==> config.mk <==
export PLATFORM = sky130hd
export DESIGN_NAME = qspi_read_arbiter
export DESIGN_NICKNAME = d
export VERILOG_FILES = /design/src/rtl/qspi_read_arbiter.sv
export SDC_FILE = /design/constraint.sdc
export NUM_CORES = 1
export LEC_CHECK = 0
export BUFFER_PORTS_ARGS = -buffer_cell sky130_fd_sc_hd__buf_2
export CORE_AREA = 2 2 195 197
export DETAILED_ROUTE_END_ITERATION = 10
export DIE_AREA = 0 0 197 199
export GPL_ROUTABILITY_DRIVEN = 1
export GPL_TIMING_DRIVEN = 0
export PLACE_DENSITY = 0.6
export SETUP_SLACK_MARGIN = 0.4
export SLEW_MARGIN = 20
export SYNTH_ARGS = -nofsm -noshare
export SYNTH_HDL_FRONTEND = slang
export SYNTH_SLANG_ARGS = --single-unit
==> constraint.sdc <==
create_clock -name clk -period 2.4 [get_ports clk]
set_input_delay 0.48 -clock clk [delete_from_list [all_inputs] [get_ports clk]]
set_output_delay 0.48 -clock clk [all_outputs]
set_load 0.1 [all_outputs]
==> src/rtl/qspi_read_arbiter.sv <==
// qspi_read_arbiter: two-requester round-robin arbiter in front of a single QSPI line-read engine.
//
// Ports
//   clk, rst_n                  clock and synchronous active-low reset
//   req0_valid/addr/ready       requester 0 (instruction fetch) line read request
//   rsp0_valid/data/err/ready   requester 0 line response (err = timeout)
//   req1_valid/addr/ready       requester 1 (data port) line read request
//   rsp1_valid/data/err/ready   requester 1 line response (err = timeout)
//   q_rready                    qspi_interface idle and able to accept a read
//   q_read_en, q_addr           one-cycle read strobe and 16-byte aligned line address
//   q_dval, q_dout              one-cycle data-valid pulse and line data
module qspi_read_arbiter #(
   parameter int unsigned TIMEOUT = 1024
) (
   input  logic         clk,
   input  logic         rst_n,
   input  logic         req0_valid,
   input  logic [31:0]  req0_addr,
   output logic         req0_ready,
   output logic         rsp0_valid,
   output logic [127:0] rsp0_data,
   output logic         rsp0_err,
   input  logic         rsp0_ready,
   input  logic         req1_valid,
   input  logic [31:0]  req1_addr,
   output logic         req1_ready,
   output logic         rsp1_valid,
   output logic [127:0] rsp1_data,
   output logic         rsp1_err,
   input  logic         rsp1_ready,
   input  logic         q_rready,
   output logic         q_read_en,
   output logic [31:0]  q_addr,
   input  logic         q_dval,
   input  logic [127:0] q_dout
);
   localparam int CW = (TIMEOUT > 1) ? $clog2(TIMEOUT) : 1;
   localparam logic [CW-1:0] CNT_LAST = CW'(TIMEOUT - 1);

   typedef enum logic [1:0] {IDLE, ISSUE, WAIT, RESP} state_e;

   state_e         state_q, state_d;
   logic           last_q, last_d;
   logic           owner_q, owner_d;
   logic [31:0]    addr_q, addr_d;
   logic [CW-1:0]  cnt_q, cnt_d;
   logic [127:0]   data0_q, data0_d, data1_q, data1_d;
   logic           err0_q, err0_d, err1_q, err1_d;
   logic           gnt;

   // On a tie the requester that was not served last wins; otherwise whoever is asking.
   assign gnt       = (req0_valid & req1_valid) ? ~last_q : req1_valid;
   assign q_addr    = addr_q;
   assign rsp0_data = data0_q;
   assign rsp1_data = data1_q;
   assign rsp0_err  = err0_q;
   assign rsp1_err  = err1_q;

   always_comb begin
      state_d    = state_q;
      last_d     = last_q;
      owner_d    = owner_q;
      addr_d     = addr_q;
      cnt_d      = cnt_q;
      data0_d    = data0_q;
      data1_d    = data1_q;
      err0_d     = err0_q;
      err1_d     = err1_q;
      req0_ready = 1'b0;
      req1_ready = 1'b0;
      rsp0_valid = 1'b0;
      rsp1_valid = 1'b0;
      q_read_en  = 1'b0;
      case (state_q)
         IDLE: begin
            req0_ready = req0_valid & ~gnt;
            req1_ready = req1_valid & gnt;
            if (req0_ready | req1_ready) begin
               owner_d = gnt;
               addr_d  = (gnt ? req1_addr : req0_addr) & ~32'hF;
               state_d = ISSUE;
            end
         end
         ISSUE: begin
            q_read_en = q_rready;
            if (q_rready) begin
               cnt_d   = '0;
               state_d = WAIT;
            end
         end
         WAIT: begin
            // Data arriving on the final counted cycle still wins over the timeout.
            if (q_dval) begin
               if (owner_q) begin
                  data1_d = q_dout;
                  err1_d  = 1'b0;
               end else begin
                  data0_d = q_dout;
                  err0_d  = 1'b0;
               end
               state_d = RESP;
            end else if (cnt_q == CNT_LAST) begin
               if (owner_q) begin
                  data1_d = '0;
                  err1_d  = 1'b1;
               end else begin
                  data0_d = '0;
                  err0_d  = 1'b1;
               end
               state_d = RESP;
            end else begin
               cnt_d = cnt_q + CW'(1);
            end
         end
         RESP: begin
            rsp0_valid = ~owner_q;
            rsp1_valid = owner_q;
            if (owner_q ? rsp1_ready : rsp0_ready) begin
               last_d  = owner_q;
               state_d = IDLE;
            end
         end
         default: state_d = IDLE;
      endcase
      // Handshake outputs are forced quiet while reset is held, before the state register clears.
      if (!rst_n) begin
         req0_ready = 1'b0;
         req1_ready = 1'b0;
         rsp0_valid = 1'b0;
         rsp1_valid = 1'b0;
         q_read_en  = 1'b0;
      end
   end

   always_ff @(posedge clk) begin
      if (!rst_n) begin
         state_q <= IDLE;
         last_q  <= 1'b1;
         owner_q <= 1'b0;
         addr_q  <= '0;
         cnt_q   <= '0;
         data0_q <= '0;
         data1_q <= '0;
         err0_q  <= 1'b0;
         err1_q  <= 1'b0;
      end else begin
         state_q <= state_d;
         last_q  <= last_d;
         owner_q <= owner_d;
         addr_q  <= addr_d;
         cnt_q   <= cnt_d;
         data0_q <= data0_d;
         data1_q <= data1_d;
         err0_q  <= err0_d;
         err1_q  <= err1_d;
      end
   end
endmodule

# Word-level counts from Yosys, hierarchy flattened
# Index checks and enable logic that the tools add are counted.
# word_totals
ff_bits	300
latchBits	0
mem_bits_rw	0
rom_bits	0
out_inout_bits	295
elab_cells	75
memories	0
# classes
add_sub_neg	1
mul	0
div	0
n_lt_le_gt_ge	0
n_eq_ne	10
n_shift	0
mux	39
bitwise	7
reduce_logical	9
# op_table
op	count
two-way mux 128 bit	8
two-way mux 32 bit	1
two-way mux 10 bit	3
two-way mux 1 bit	20
case mux 10 bit (2 select lines)	1
adder 10 x 1 -> 10 bit, second input constant	1
== test 10 bit, second input constant	1
two-way mux 2 bit	5
!= test 2 bit, second input constant	5
case mux 2 bit (4 select lines)	1
AND reduction 4 bit	2
AND reduction 3 bit	2
== test 2 bit, second input constant	2
AND reduction 2 bit	2
nonzero test 2 bit	2
bitwise AND 1 bit	3
!= test 3 bit, second input constant	1
inverter 1 bit	3
== test 2 x 1 -> 1 bit, second input constant	1
zero test 2 bit	1
OR 1 bit	1

# Logic depth before layout (Yosys ltp)
# depth
word_depth	7
depth_mapped	9
depth_no_buf	6

# Worst setup path before layout
# OpenSTA, ideal clock, no wires.
# synth_path
path_type	input port to output port
start	in rst_n
end	out req0_ready
arrival_ns	2.336
t_required_ns	1.920
path_slack_ns	-0.416
stages	4
cell_sequence	clkbuf_1 > clkbuf_1 > nand3_1 > nor2_1
# synth_via
elab_chain_len	1
# synth_rtl
element	line_no	source
from (decl)	16	input logic rst_n,
two-way mux 1 bit	126	if (!rst_n) begin
to (decl)	19	output logic req0_ready,
# No other way between the ends.

# Final worst setup path
# layout_path
start	reg owner_q
end	out rsp1_valid
# layout_via
elab_chain_len	2
# layout_rtl
element	line_no	source
from (decl)	44	logic owner_q, owner_d;
from (signal assigned)	149	owner_q <= owner_d;
two-way mux 1 bit	74	case (state_q)
two-way mux 1 bit	126	
to (decl)	27	output logic rsp1_valid,
# No other way between the ends.

==> summary.txt <==
Final layout
  – Fin nets: 2200
  – Area Overhead vs Synth: 38.7%
  – Layout cell share with drive strength beyond 1: 33.4%

Logic synthesis
  – Mean area per synthesized cell: 8.66 sq um
  – Number of distinct library cells after synthesis: 44
  – Yosys warns: 0
  – #FFs+latches synth: 300
  – Mapped cell area: 12500 sq um
  – Cell count after synthesis: roughly 1400
  – Main synth FF type: dfxtp_1
  – Post-synth ARST share: 0%
  – Post-synth EDFFs: 0
  – Post-synthesis sequential area ratio: 47.9%

Timing
  – Endpoints failing hold: 0
  – Relative slew slack: 27.4%
  – Crit share post-route: 85.6%
  – Slew @ Worst Pin: 1.09 ns
  – RSZ-0062 raised after global routing: yes
  – Final setup TNS: 0 ns
  – Worst hold slack: between 0.2 and 0.25 ns
  – Minimum clock period: 2.05 ns
  – Final setup viols: 0
  – Clock skew: 0.0179 ns
  – Final Max Slew Viols: 0
  – F_max: 487 MHz
  – Fin worst setup slack: 0.346 ns

Detailed routing
  – DRC: 0
  – Wl on met1: 21200 um
  – DRT iter0 DRCs: 760
  – Vias: 13900
  – Post-DRT Antenna Nets: 0
  – DR pass1 iterations: 7
  – Post-DR vias/cell: 5.55
  – Post-DR wirelength/cell: 21.1 um
  – DR top layer: met5
  – Metal2 WL: 25100 um
  – Total Wirelength: 52600 um
  – Met3 routed wirelength: a little over 4000 um

Critical path
  – Flop-to-flop setup slack: 0.44 ns
  – Critical Path RT: 1.92 ns
  – Reg2reg end: state_q[0]
  – Critical Path Source Type: flop
  – Critical Path Fanout Max: 3
  – Reg2reg path depth: 9
  – Critical Path AT: roughly 1.6 ns
  – Kind of critical path: reg2out
  – Reg2reg start: owner_q
  – Crit. End Element: output port

Clock tree
  – H-tree depth: 2
  – CTS clk-pin slew, worst paths: 0.06 ns
  – CTS tree: yes
  – Post-CTS Hold Buffers: 0
  – Clock buffer count from CTS: 36
  – Clock Path Buffers: 3
  – Clk sinks: 300
  – Skew-Pair Late Insertion Delay: 0.53 ns
  – Clock root cell: clkbuf_16

Die
  – Die height: 199 um
  – Core Area: approximately 37000 sq um
  – Initial Util: 33.8%
  – Die width: roughly 200 um
  – Num ports: 495
  – Die Footprint: 39200 sq um
  – FP Rows: between 70 and 80

Hold path
  – Hold Crit Class: in2reg
  – Worst Hold Path EP: rsp1_data[39]
  – Hold path start: q_dout[39]
  – Hold path cells: 3

Placed design
  – Dpl ws: -0.719 ns
  – GPL Wtd Cong: 0.882
  – DP HPWL: just under 40000 um
  – Port buffer count: 480

GRT
  – Pin count of the biggest net entering global routing: 12
  – Total gr overflow: 0
  – Global-route wire length before repair: 77200 um
  – Vias in the first global route: 13100
  – Initial antenna violation count: 3
  – GR Util All Layers: 25.4%

Power
  – Internal power: 10.1 mW
  – Leak Pwr: 7.10 nW
  – Sequential share of power: 32.0%
  – NetSw: 7.47 mW
  – Peak VDD IR: a little under 0.8 mV
  – Gate power share: 37.4%
  – Clk network pwr share: 30.5%
  – Pwr dens: 1010 nW/um^2
  – Sw Ratio: 42.6%

Job
  – Max_cap viols: 0

Outcome
  – Status: finished clean
timing repair:
item,in CTS,in global routing
buffers inserted,9,12
endpoints found under the setup margin,279,279
cloned,0,3
gates resized for setup,98,128
pin swaps,4,12
kinds of logic after synthesis:
| group | synth area share, % |
|---|---|
| DFF | 47.9 |
| and+or+nand+nor | 18.2 |
| muxes | 2.39 |
| AOI/OAI and AO/OA | 24.3 |
| adders and majority gates | 0.598 |
| other | 0.0299 |
| buffers and inverters | 6.61 |
through the flow:
step / total power, mW / std cells / area (sq um) / utilization (%)
2_1_floorplan: 10.3 / 1452 / 12600 / -
3_3_place_gp: 11.8 / 2406 / 15600 / 41.9
3_5_place_dp: 11.8 / 2406 / 15600 / 41.9
4_1_cts: 17.4 / 2478 / 17100 / 46.0
5_1_grt: 18.2 / 2494 / 17400 / 46.8
6_report: 17.5 / 2497 / 17400 / 46.8
state kept, by name, indices dropped and copies added (netlist names):
register   flops
rsp0_data    128
rsp1_data    128
q_addr        28
cnt_q         10
state_q        2
last_q         1
owner_q        1
rsp0_err       1
rsp1_err       1
area by class of cell:
class	instances	area, sq um
timing repair buffer	504	2710
multi-input combinational	950	5830
sequential	300	6020
antenna	4	10.0
tap	474	593
clock buffer	58	1090
clock inverter	5	63.8
buffer	194	1050
fill	3750	19700
inverter	8	35.0
power groups by stage:
stage	Sequential (mW)	Clock (mW)	Combinational (mW)
after global routing	5.66	5.66	6.92
final	5.62	5.36	6.57
after CTS	5.62	5.45	6.37
after floorplan	8.25	0	2.05
after global placement	5.68	0	6.08
after detailed placement	5.69	0	6.12
critical path, stage by stage (launching register included):
cell and delay (ns):
dfxtp_2 0.34, buf_8 0.10, clkbuf_16 0.12, clkbuf_16 0.13, and3_4 0.20, buf_12 0.17
how the worst max path moves through the flow:
stage	from	endpoint	depth (start not counted)
after floorplan	rst_n	req0_ready	4
after global placement	owner_q	rsp1_valid	5
after detailed placement	owner_q	rsp1_valid	5
after CTS	owner_q	rsp1_valid	5
after global routing	owner_q	rsp1_valid	5
final	owner_q	rsp1_valid	5
synthesized netlist by cell type (3+ instances only):
| cell type | count | share of area [%] |
|---|---|---|
| a211oi_1 | 30 | 1.8 |
| a21oi_1 | 264 | 11 |
| and3_1 | 5 | 0.25 |
| buf_2 | 16 | 0.64 |
| buf_4 | 6 | 0.36 |
| clkbuf_1 | 159 | 4.8 |
| clkbuf_2 | 11 | 0.44 |
| dfxtp_1 | 300 | 48 |
| ha_1 | 6 | 0.60 |
| inv_1 | 8 | 0.24 |
| mux2i_1 | 30 | 2.4 |
| nand2_1 | 13 | 0.39 |
| nand2b_1 | 3 | 0.15 |
| nand3_1 | 5 | 0.20 |
| nand4_1 | 130 | 6.5 |
| nand4b_1 | 128 | 8.9 |
| nor2_1 | 33 | 0.99 |
| o21ai_0 | 265 | 11 |
| or3_1 | 6 | 0.30 |
routing by layer:
| layer | up-vias | track usage (%) |
|---|---|---|
| li1 | 6550 | - |
| met5 | - | 0 |
| met2 | 621 | 43.7 |
| met4 | 2 | 11.1 |
| met1 | 6572 | 30.5 |
| met3 | 118 | 5.53 |
cell usage in the layout (no fill, tap or decap), drive strengths merged, types with 2 or more instances in the layout:
master,netlist,layout
nor2,33,33
o31a,2,2
o211a,2,2
nand2,13,13
and3,5,5
and4,2,2
clkinv,0,3
nand4,130,130
nor3,2,2
conb,1,4
buf,24,535
diode,0,4
nand4b,128,128
and2,2,2
a21oi,264,264
or3,6,6
mux2i,30,30
dfxtp,300,300
inv,8,8
a41o,2,2
nand2b,3,3
clkbuf,170,221
ha,6,6
o21ai,265,265
nand3,5,5
a211oi,30,30
Note: power is estimated with default switching activity, not from simulation.
